File: src/rtl/io_bus_responder.sv
// Single-page memory-mapped I/O responder: wait-stated bus handshake, SCRATCH
// register, STATUS register and a TX FIFO that drains toward a peripheral.
module io_bus_responder #(
    parameter int unsigned DEPTH       = 8,
    parameter int unsigned WAIT_STATES = 1,
    parameter logic [19:0] IO_PAGE     = 20'h40000
) (
    input  logic        clk,
    input  logic        rst_n,
    input  logic [31:0] b_addr_i,
    input  logic [31:0] b_data_i,
    input  logic        b_read_i,
    input  logic        b_write_i,
    output logic        b_ack_o,
    output logic [31:0] b_data_o,
    output logic        p_valid_o,
    output logic [31:0] p_data_o,
    input  logic        p_ready_i
);

    localparam int unsigned PW = $clog2(DEPTH);
    localparam int unsigned CW = $clog2(DEPTH) + 1;
    localparam int unsigned WW = 4;
    localparam logic [11:0] OFF_TX = 12'h000;
    localparam logic [11:0] OFF_ST = 12'h004;
    localparam logic [11:0] OFF_SC = 12'h008;
    localparam bit          NO_WAIT = (WAIT_STATES == 0);

    typedef enum logic [1:0] {ST_IDLE, ST_WAIT, ST_ACK} state_t;

    state_t          state;
    state_t          state_nx;
    logic [WW-1:0]   cnt;
    logic [WW-1:0]   cnt_nx;
    logic            req;
    logic            commit;

    logic [31:0]     mem [DEPTH];
    logic [PW-1:0]   wr_ptr;
    logic [PW-1:0]   rd_ptr;
    logic [CW-1:0]   count;
    logic            ovf;
    logic [31:0]     scratch;

    logic [11:0]     off;
    logic            is_write;
    logic            is_read;
    logic            full;
    logic            empty;
    logic            pop;
    logic            push;
    logic            push_ok;
    logic            ovf_set;
    logic            ovf_clr;
    logic [31:0]     status;
    logic [31:0]     rdata;

    assign req = (b_read_i | b_write_i) & (b_addr_i[31:12] == IO_PAGE);

    // Handshake sequencing; commit marks the edge that enters ACK.
    always_comb begin
        state_nx = state;
        cnt_nx   = cnt;
        commit   = 1'b0;
        case (state)
            ST_IDLE: begin
                if (req) begin
                    if (NO_WAIT) begin
                        state_nx = ST_ACK;
                        commit   = 1'b1;
                    end else begin
                        state_nx = ST_WAIT;
                        cnt_nx   = WW'(WAIT_STATES);
                    end
                end
            end
            ST_WAIT: begin
                if (!req) begin
                    state_nx = ST_IDLE;
                    cnt_nx   = '0;
                end else if (cnt <= WW'(1)) begin
                    state_nx = ST_ACK;
                    cnt_nx   = '0;
                    commit   = 1'b1;
                end else begin
                    cnt_nx = cnt - WW'(1);
                end
            end
            ST_ACK:  state_nx = ST_IDLE;
            default: state_nx = ST_IDLE;
        endcase
    end

    // Register decode and FIFO control; a simultaneous read+write is a write.
    always_comb begin
        off      = b_addr_i[11:0];
        is_write = b_write_i;
        is_read  = b_read_i & ~b_write_i;
        full     = (count == CW'(DEPTH));
        empty    = (count == '0);
        pop      = p_valid_o & p_ready_i;
        push     = commit & is_write & (off == OFF_TX);
        push_ok  = push & (~full | pop);
        ovf_set  = push & full & ~pop;
        ovf_clr  = commit & is_write & (off == OFF_ST) & b_data_i[8];

        status      = '0;
        status[4:0] = 5'(count);
        status[5]   = empty;
        status[6]   = full;
        status[8]   = ovf;

        rdata = '0;
        if (is_read) begin
            case (off)
                OFF_ST:  rdata = status;
                OFF_SC:  rdata = scratch;
                default: rdata = '0;
            endcase
        end
    end

    always_ff @(posedge clk) begin
        if (!rst_n) begin
            state    <= ST_IDLE;
            cnt      <= '0;
            wr_ptr   <= '0;
            rd_ptr   <= '0;
            count    <= '0;
            ovf      <= 1'b0;
            scratch  <= '0;
            b_ack_o  <= 1'b0;
            b_data_o <= '0;
        end else begin
            state    <= state_nx;
            cnt      <= cnt_nx;
            b_ack_o  <= commit;
            b_data_o <= commit ? rdata : '0;
            if (commit & is_write & (off == OFF_SC)) begin
                scratch <= b_data_i;
            end
            if (ovf_set) begin
                ovf <= 1'b1;
            end else if (ovf_clr) begin
                ovf <= 1'b0;
            end
            if (push_ok) begin
                wr_ptr <= wr_ptr + PW'(1);
            end
            if (pop) begin
                rd_ptr <= rd_ptr + PW'(1);
            end
            case ({push_ok, pop})
                2'b10:   count <= count + CW'(1);
                2'b01:   count <= count - CW'(1);
                default: count <= count;
            endcase
        end
    end

    // Storage is not reset; pointers and count define what is live.
    always_ff @(posedge clk) begin
        if (push_ok) begin
            mem[wr_ptr] <= b_data_i;
        end
    end

    assign p_valid_o = (count != '0);
    assign p_data_o  = mem[rd_ptr];

endmodule

File: config.mk
export PLATFORM = sky130hd
export DESIGN_NAME = io_bus_responder
export DESIGN_NICKNAME = d
export VERILOG_FILES = /design/src/rtl/io_bus_responder.sv
export SDC_FILE = /design/constraint.sdc
export NUM_CORES = 1
export LEC_CHECK = 0
export CELL_PAD_IN_SITES_DETAIL_PLACEMENT = 1
export CELL_PAD_IN_SITES_GLOBAL_PLACEMENT = 1
export CORE_MARGIN = 1
export CORE_UTILIZATION = 54
export CTS_BUF_LIST = sky130_fd_sc_hd__clkbuf_16
export DETAILED_ROUTE_END_ITERATION = 6
export DONT_BUFFER_PORTS = 1
export PLACE_DENSITY_LB_ADDON = 0.05
export SYNTH_ARGS = -nofsm -noshare
export SYNTH_HDL_FRONTEND = slang
export SYNTH_SLANG_ARGS = --single-unit
File: constraint.sdc
create_clock -name clk -period 5.8 [get_ports clk]
set_input_delay 0.29 -clock clk [delete_from_list [all_inputs] [get_ports clk]]
set_output_delay 0.29 -clock clk [all_outputs]
set_load 0.02 [all_outputs]
# Yosys cells after proc, flatten, opt, wreduce, memory -nomap -nowiden
# Memories as Yosys holds them, arrays and structs flattened. A register that Yosys moved wholly into a read port is not among the register bits.
# Cells that the tools add are included.
[totals]
reg_bits = 82
mem_bits_rw = 256
input_bits = 69
output_inout_bits = 66
wordCells = 70
memories = 1
[memory_table]
columns = ["memory", "words", "word_bits", "rd", "rd_ports_with_merged_regs", "wr", "line", "rtl"]
rows = [
  ["mem", 8, 32, 1, 1, 1, "38", "logic [31:0] mem [DEPTH];"],
]
[op_classes]
addsub = 5
n_lt_le_gt_ge = 1
eq_ne = 9
n_mux = 19
bitwise_logic = 16
n_reduce_logical = 10
[op_table]
columns = ["cell", "count"]
rows = [
  ["32-bit one-hot mux with 2 select lines", 1],
  ["20-bit by 19-bit equality test with 1-bit output, second input constant", 1],
  ["4-bit one-hot mux with 2 select lines", 2],
  ["12-bit by 3-bit equality test with 1-bit output, second input constant", 1],
  ["12-bit by 4-bit equality test with 1-bit output, second input constant", 1],
  ["12-bit logical NOT", 1],
  ["4-bit 2-to-1 mux", 3],
  ["1-bit AND", 11],
  ["4-bit by 1-bit subtractor with 4-bit output, second input constant", 2],
  ["1-bit 2-to-1 mux", 7],
  ["3-bit by 1-bit adder with 3-bit output, second input constant", 2],
  ["2-bit 2-to-1 mux", 3],
  ["3-bit 2-to-1 mux", 2],
  ["2-bit nonzero test", 3],
  ["4-bit by 1-bit adder with 4-bit output, second input constant", 1],
  ["2-bit by 1-bit equality test with 1-bit output, second input constant", 2],
  ["4-bit equality test, second input constant", 1],
  ["4-bit by 1-bit less-or-equal comparator with 1-bit output, second input constant", 1],
  ["4-bit logical NOT", 1],
  ["2-bit one-hot mux with 2 select lines", 1],
  ["2-bit AND reduction", 2],
  ["4-bit nonzero test", 1],
  ["3-bit inequality test, second input constant", 1],
  ["1-bit inverter", 3],
  ["5 further kinds", 6],
]

# Depth between registers and ports, before layout
# Gate-level depths: netlist of run 1.
[logic_depth]
depth_word = 9
depth_mapped = 14
depth_no_buf = 14

# Worst setup path after synthesis of run 1
# OpenSTA, ideal clock, no wires.
[synth_timing]
kind = "reg2reg"
start = "register cnt[1]"
end = "memory mem[0][0], enable pin"
t_arrival_ns = 4.546
t_required_ns = 5.298
slack_ns = 0.752
stages_incl_launch_ff = 8
path_buffers = 0
cell_sequence = "dfxtp_1 -> inv_1 -> ha_1 -> nor2_1 -> nand4b_1 -> nor3_4 -> nand3_1 -> nor4_1"
[synth_via]
elab_chain_cells = 9
[synth_rtl]
columns = ["item", "line", "rtl"]
rows = [
  ["start, declared", "33", "logic [WW-1:0] cnt;"],
  ["start signal, assigned", "136", "cnt <= cnt_nx;"],
  ["4-bit by 1-bit less-or-equal comparator with 1-bit output", "81", "end else if (cnt <= WW'(1)) begin"],
  ["1-bit 2-to-1 mux", "81", ""],
  ["1-bit 2-to-1 mux", "78", "if (!req) begin"],
  ["1-bit 2-to-1 mux", "65", "case (state)"],
  ["1-bit AND (2 in series)", "102", "push = commit & is_write & (off == OFF_TX);"],
  ["1-bit AND", "103", "push_ok = push & (~full | pop);"],
  ["1-bit 2-to-1 mux", "163", "if (push_ok) begin"],
  ["1-bit 2-to-1 mux (not written as such)", "164", "mem[wr_ptr] <= b_data_i;"],
  ["end, declared", "38", ""],
]
# Every way passes these cells.

# Worst setup path in the final report of run 1
[layout_timing]
start = "register cnt[0]"
end = "memory mem[4][12], enable pin"
# The elaborated chain is that of the path after synthesis.

==> qor.csv, run 1 <==
stage,metric,value,unit
worst_setup_path,required,5.96,ns
min_path,hold_depth,3,
logic_synthesis,yosysMostFrequentCell,edfxtp_1,
final_layout,finish.utilization,63.16,%
logic_synthesis,synth_cell_type_count,47,
timing,worst_pin_slew,1.199,ns
logic_synthesis,synth_top_flop_cell,edfxtp_1,
logic_synthesis,synthCells,739,
timing,hold_viol_final,0,
final_layout,area_growth,14.45,%
floorplanning,num_io_pins,135,
logic_synthesis,netlist.area_leader.share,59.35,%
clock_tree,clock-sinks,341,
pwr,p_per_area,342.4,nW/um^2
worst_setup_path,slowest_delay,0.85,ns
logic_synthesis,async_flop_share,0,%
logic_synthesis,netlist_top_cells_area,"edfxtp_1 (59%), dfxtp_1 (13%), mux4_2 (11%), mux2_2 (2.8%), and2_1 (1.4%)",
pwr,power.switching,1.040,mW
outcome,outcome,completed,
final_layout,seq_area,9395,um^2
logic_synthesis,syn-cell-area,12950,um^2
placement,place_ws,1.871,ns
pwr,p_seq_share,52.3,%
grt,grt_pass1_vias,7236,
logic_synthesis,synth_compound_area_share,3.111,%
pwr,power.internal,4.036,mW
floorplanning,die_y,156.9,um
logic_synthesis,synthAdderAreaFrac,0.7342,%
detailed_routing,wl_per_cell,25.05,um
timing,rsz0062_at_grt,false,
worst_setup_path,critPathTopFamily,simple AND/OR/NAND/NOR gates,
grt,grt_pass1_wl,43060,um
logic_synthesis,avgSynthCellArea,17.53,um^2
pwr,peakVddDrop,0.2478,mV
clock_tree,postCtsSetupRepairBufs,0,
logic_synthesis,synth_edf_count,256,
logic_synthesis,synth_xor_area_share,0.3381,%
grt,grtUsageTotal,24.04,%
run,max_cap_viol_count,0,
detailed_routing,final_antenna_net_count,0,
detailed_routing,dr.first_iter.drc_count,369,
clock_tree,cts_tree,built,
final_layout,drive_above_1_share,21.23,%
final_layout,fin_nets,860,
placement,gp_congestion,0.7380,
worst_setup_path,crit_chain,"inv_1, ha_1, nor2_1, nand4b_1, nor3_4, nand4_1, nor3_2, buf_4",
worst_setup_path,critPathKind,register to register,
timing,fmaxAchievable,0.2487,GHz
logic_synthesis,synth_top_cell_by_area,edfxtp_1,
timing,setup_viol,0,
floorplanning,rows,56,
detailed_routing,vias,6722,
logic_synthesis,muxShareOfSynthArea,14.70,%
pwr,p_total,5.076,mW
worst_setup_path,cp-end-kind,register,
clock_tree,cts_root_buffer,clkbuf_16,
pwr,p_leak,4.736,nW
floorplanning,dieArea,24610,um^2
logic_synthesis,synthTopCellsByCount,"edfxtp_1 (256), dfxtp_1 (85), mux4_2 (64), nand2_1 (49), nand3_1 (35)",
worst_setup_path,critPathMaxFanout,25,
final_layout,fin_cells,1130,
grt,grt_antenna_before_repair,1,
pwr,clockPowerShare,42.6,%
detailed_routing,route.detailed.drc,0,
detailed_routing,vias_per_cell,5.949,
placement,place.port_buffers,0,
clock_tree,clkLatencyLatePin,0.51,ns
timing,report.final.slew_viol_count,0,
floorplanning,initial_core_util,55.18,%
grt,grt.overflow.total,0,
worst_setup_path,cpMaxStageDelayCell,nor3_4,
logic_synthesis,synth-seq-cells,341,
placement,dp_cells,1033,
pwr,pwr-share-comb,5.1,%
worst_setup_path,start_kind,register,
worst_setup_path,crit_buf_inv,2,
detailed_routing,drtPass1Iterations,4,
logic_synthesis,synth_top_family_by_area,multiplexers,
timing,slew_headroom,20.01,%
clock_tree,path_clk_slew,0.07,ns
final_layout,num-fill-cells,2053,
min_path,min_path_type,primary input to register,
floorplanning,coreArea,23470,um^2
detailed_routing,wirelength,28310,um
clock_tree,clk_path_buf_depth,3,
logic_synthesis,synthSimpleGateAreaFrac,7.100,%
timing,finClkSkew,0.01485,ns
timing,finalSetupTns,0,ns
clock_tree,cts_buffers,35,
timing,finalWorstSetupSlack,1.778,ns
worst_setup_path,worstPathArrival,4.18,ns
worst_setup_path,r2r_cells,8,
pwr,switching_share,20.49,%
logic_synthesis,ys_warn_count,0,
worst_setup_path,path_depth,8,
clock_tree,htree_num_levels,2,
placement,post-dp-hpwl,16830,um
grt,grt_max_degree,65,
logic_synthesis,synth-seq-area-share,72.49,%
floorplanning,die_x,156.9,um
final_layout,multi_input_area,3423,um^2
logic_synthesis,synth_nets,815,
timing,period_minus_slack,4.022,ns
timing,period_share,69.34,%
==> worst reg2reg max path, cell delays in order, from the launching register on <==
cell	delay [ns]
dfxtp_1	0.36
inv_1	0.11
ha_1	0.23
nor2_1	0.08
nand4b_1	0.25
nor3_4	0.85
nand4_1	0.58
nor3_2	0.70
buf_4	0.50
==> metal layers <==
metal	routed length [um]	vias to the layer above	share of wire [%]	GRT usage, %
met5	0	-	0	0
met4	550	0	1.9	7.049
met3	1191	46	4.2	4.071
met2	14620	179	52	41.71
met1	11950	3541	42	31.15
li1	-	2956	-	-
==> area by class of cell <==
cell class | count | area share [%]
clock inverter | 26 | 1.274
timing repair buffer | 44 | 3.022
inverter | 11 | 0.2785
multi-input combinational | 351 | 23.09
clock buffer | 37 | 6.246
sequential | 341 | 63.38
antenna | 1 | 0.01688
tap | 319 | 2.692
==> repair_timing <==
action                                 CTS  global route
hold buffers                            33             0
endpoints found under the hold margin  306             0
gates resized for setup                  0             0
==> final timing paths <==
| check | startpoint | end | slack (ns) |
|---|---|---|---|
| worst max register to register | cnt[0]$_SDFFE_PN0P_ | mem[4][12]$_DFFE_PP_ | 1.78 |
| worst max-delay path | cnt[0]$_SDFFE_PN0P_ | mem[4][12]$_DFFE_PP_ | 1.78 |
| worst min-delay path | p_ready_i | register | 0.02 |
| worst min register to register | scratch[22]$_SDFFE_PN0P_ | scratch[22]$_SDFFE_PN0P_ | 0.45 |
==> cells by family (layout without fill, tap and decap cells) <==
| kind of cell | Yosys count | in the layout |
|---|---|---|
| buffers and inverters | 47 | 118 |
| other | 0 | 1 |
| multiplexers | 105 | 105 |
| adder cells (fa/ha/maj) | 7 | 7 |
| AND/OR/NAND/NOR | 178 | 178 |
| flip-flops | 341 | 341 |
| AO/OA/AOI/OAI | 56 | 56 |
| XOR/XNOR | 5 | 5 |
==> power by group through the flow <==
| stage | Combinational, mW | Sequential [mW] | Clock, mW |
|---|---|---|---|
| global route | 0.274 | 2.66 | 2.29 |
| global placement | 0.204 | 2.71 | 0 |
| CTS | 0.260 | 2.66 | 2.20 |
| finish | 0.256 | 2.66 | 2.16 |
| floorplan | 0.207 | 2.68 | 0 |
| detailed placement | 0.207 | 2.71 | 0 |
==> stage by stage <==
| step | hold WS [ns] | cell area (um^2) |
|---|---|---|
| 2_1_floorplan | 0.3889 | 12950 |
| 3_3_place_gp | 0.3893 | 13370 |
| 3_5_place_dp | 0.3891 | 13370 |
| 4_1_cts | 0.01233 | 14820 |
| 5_1_grt | 0.02042 | 14820 |
| 6_report | 0.01915 | 14820 |
==> cell usage in the layout (no fill, tap or decap), types with 3 or more instances in the layout <==
cell	count
a21boi_0	23
a21boi_1	10
a22oi_1	6
and2_1	30
buf_12	3
buf_4	9
bufinv_16	3
clkbuf_16	37
clkinv_1	4
clkinv_2	3
dfxtp_1	82
dlygate4sd3_1	32
edfxtp_1	256
ha_1	6
inv_1	25
mux2_2	32
mux2i_1	8
mux4_2	64
nand2_1	49
nand2b_1	4
nand3_1	35
nor2_1	17
nor2_4	3
nor2b_1	5
nor3_1	6
nor3_2	5
nor4_1	7
o21ai_0	6
or3_1	3
xnor2_1	4
==> registers in the layout, summed over array words and instances (netlist names), named ones only <==
register	count
wr_ptr	3
state	2
mem	256
b_ack_o	1
b_data_o	32
rd_ptr	3
cnt	4
ovf	1
scratch	32
count	4
No activity file was read; power rests on OpenSTA's default activity.
==> run 2, diff against run 1 <==
- ABC_AREA: unset -> 1
- CORE_UTILIZATION: 54 -> 51
- clock period: 5.8 -> 3.75 ns (I/O delays scaled with it)
==> qor.csv, run 2 <==
stage,metric,value,unit
outcome,outcome,completed,
logic_synthesis,ys_warn_count,0,
worst_setup_path,required,3.56,ns
final_layout,num-fill-cells,2609,
worst_setup_path,reg2reg_slack,1.00,ns
logic_synthesis,synth_compound_area_share,11.42,%
grt,grt_max_degree,85,
detailed_routing,vias_per_cell,5.748,
floorplanning,dieArea,26690,um^2
logic_synthesis,yosysMostFrequentCell,nor2_1,
clock_tree,cts_root_buffer,clkbuf_16,
grt,grtUsageTotal,25.96,%
worst_setup_path,worstReg2RegStart,cnt[1]$_SDFFE_PN0P_,
min_path,hold_depth,3,
timing,period_share,79.44,%
detailed_routing,drtPass1Iterations,5,
logic_synthesis,avgSynthCellArea,11.66,um^2
clock_tree,clk_path_buf_depth,3,
final_layout,drive_above_1_share,10.81,%
worst_setup_path,worstPathArrival,2.79,ns
worst_setup_path,start_kind,register,
placement,place.port_buffers,0,
logic_synthesis,netlist_top_cells_area,"edfxtp_1 (58%), dfxtp_1 (13%), nor2_1 (7.7%), o21ai_0 (5.0%), o22ai_1 (1.8%)",
worst_setup_path,r2r_cells,20,
min_path,min_path_type,primary input to register,
floorplanning,rows,58,
timing,rsz0062_at_grt,false,
timing,hold_viol_final,0,
logic_synthesis,synth-seq-cells,341,
final_layout,largest-register,mem,
detailed_routing,vias,8835,
pwr,peakVddDrop,0.4139,mV
logic_synthesis,netlist.area_leader.share,57.89,%
logic_synthesis,synth_cell_type_count,35,
logic_synthesis,synthAdderAreaFrac,0.7160,%
logic_synthesis,muxShareOfSynthArea,0,%
worst_setup_path,worstReg2RegEnd,count[3]$_SDFFE_PN0P_,
min_path,hp-start,rst_n,
timing,fmaxAchievable,0.3357,GHz
logic_synthesis,async_flop_share,0,%
final_layout,mostFrequentLayoutCells,"nor2_1 (271), edfxtp_1 (256), o21ai_0 (133), dfxtp_1 (83), inv_1 (71)",
final_layout,largest_register_ffs,256,
logic_synthesis,synth_nets,1215,
floorplanning,die_x,163.4,um
logic_synthesis,synthCells,1139,
worst_setup_path,cp-end-kind,output port,
floorplanning,die_y,163.4,um
detailed_routing,route.detailed.drc,0,
detailed_routing,wirelength,34150,um
clock_tree,cts_tree,built,
run,max_cap_viol_count,0,
clock_tree,cts-resized-gates,0,
floorplanning,coreArea,25330,um^2
logic_synthesis,synth_top_cell_by_area,edfxtp_1,
logic_synthesis,synth_edf_count,256,
grt,grt_pass1_vias,9203,
detailed_routing,final_antenna_net_count,0,
worst_setup_path,critPathKind,register to output port,
final_layout,final_common_cell,nor2_1,
clock_tree,clock-sinks,341,
floorplanning,initial_core_util,52.44,%
timing,setup_viol,0,
clock_tree,htree_num_levels,2,
timing,report.final.slew_viol_count,0,
logic_synthesis,synth_top_family_by_area,simple AND/OR/NAND/NOR gates,
final_layout,fin_nets,1254,
clock_tree,cts_buffers,36,
clock_tree,clkLatencyLatePin,0.51,ns
floorplanning,num_io_pins,135,
clock_tree,hold_buffers,38,
logic_synthesis,syn-cell-area,13280,um^2
placement,gp_congestion,0.7672,
final_layout,reg_top3,"mem x256, b_data_o x32, scratch x32",
logic_synthesis,synth_top_flop_cell,edfxtp_1,
logic_synthesis,synth_xor_area_share,0.06595,%
timing,hold_ws,0.01744,ns
timing,finalSetupTns,0,ns
logic_synthesis,synth-seq-area-share,70.70,%
timing,slew_headroom,42.55,%
grt,grt_pass1_wl,52210,um
timing,finClkSkew,0.01926,ns
pwr,p_per_area,644.2,nW/um^2
timing,worst_pin_slew,0.8618,ns
grt,grt_antenna_before_repair,7,
clock_tree,postCtsSetupRepairBufs,0,
worst_setup_path,critPathMaxFanout,84,
min_path,hold_path_end,count[3]$_SDFFE_PN0P_,
pwr,p_leak,5.072,nW
timing,period_minus_slack,2.979,ns
final_layout,area_growth,14.30,%
logic_synthesis,synthTopCellsByCount,"nor2_1 (271), edfxtp_1 (256), o21ai_0 (133), dfxtp_1 (85), inv_1 (61)",
detailed_routing,dr.first_iter.drc_count,509,
placement,post-dp-hpwl,19620,um
detailed_routing,wl_per_cell,22.22,um
clock_tree,path_clk_slew,0.06,ns
grt,grt.overflow.total,0,
logic_synthesis,synthSimpleGateAreaFrac,13.25,%
run 2: area by class of cell:
| class | instances | area [um^2] | share of cell area, % |
|---|---|---|---|
| multi-input cells | 669 | 3431 | 22.60 |
| diodes | 4 | 10.01 | 0.06594 |
| repair buffers | 64 | 610.6 | 4.022 |
| well taps | 330 | 412.9 | 2.720 |
| clock inverters | 26 | 145.1 | 0.9561 |
| clock buffers | 37 | 925.9 | 6.100 |
| flip-flops and latches | 341 | 9394 | 61.89 |
| inverters | 66 | 250.2 | 1.649 |
run 2: metrics by stage:
step / cell area (um^2) / util [%] / worst slack, ns / instances / power [mW]
final: 15180 / 59.93 / 0.7709 / 1537 / 9.779
after global routing: 15170 / 59.91 / 0.6159 / 1534 / 10.23
after CTS: 15170 / 59.90 / 0.7972 / 1533 / 9.848
after detailed placement: 13710 / 54.13 / 1.056 / 1432 / 6.519
after global placement: 13710 / 54.13 / 1.223 / 1432 / 6.458
after floorplan: 13290 / - / -0.3319 / 1139 / 5.976
run 2: per-layer routing:
metal  wire (um)  vias up  part of all wire, %  global-route usage [%]
met2       16140      236                   47                   42.12
met1       15790     4450                   46                   36.33
met5          37        -                 0.11                       0
li1            -     4112                    -                       -
met4         291        6                 0.85                   4.800
met3        1889       31                  5.5                   5.460
run 2: cells by family (layout without fill, tap and decap cells):
family | Yosys count | after routing
simple gates | 377 | 377
flops | 341 | 341
xor+xnor | 1 | 1
fa+ha+maj | 7 | 7
other cells | 0 | 4
compound gates | 284 | 284
buf+inv | 129 | 193
run 2: critical path: stages (launching register included):
cell	delay, ns
dfxtp_4	0.47
clkinv_2	0.10
buf_4	0.61
o21ai_0	0.17
o22ai_1	0.18
nor2_1	0.08
a31oi_1	0.57
run 2: power breakdown:
part,switching [mW],internal [mW]
registers,0.0876,4.10
clock network,1.39,1.85
logic,1.73,0.626
total,3.20,6.58
run 2: worst max-delay path by stage:
stage	cells after the start	end	slack, ns
after floorplan	12	mem[1][0]$_DFFE_PP_	-0.33
after global placement	20	count[3]$_SDFFE_PN0P_	1.22
after detailed placement	20	count[3]$_SDFFE_PN0P_	1.06
after CTS	5	p_data_o[15]	0.80
after global routing	5	p_data_o[14]	0.62
final	6	p_data_o[14]	0.77
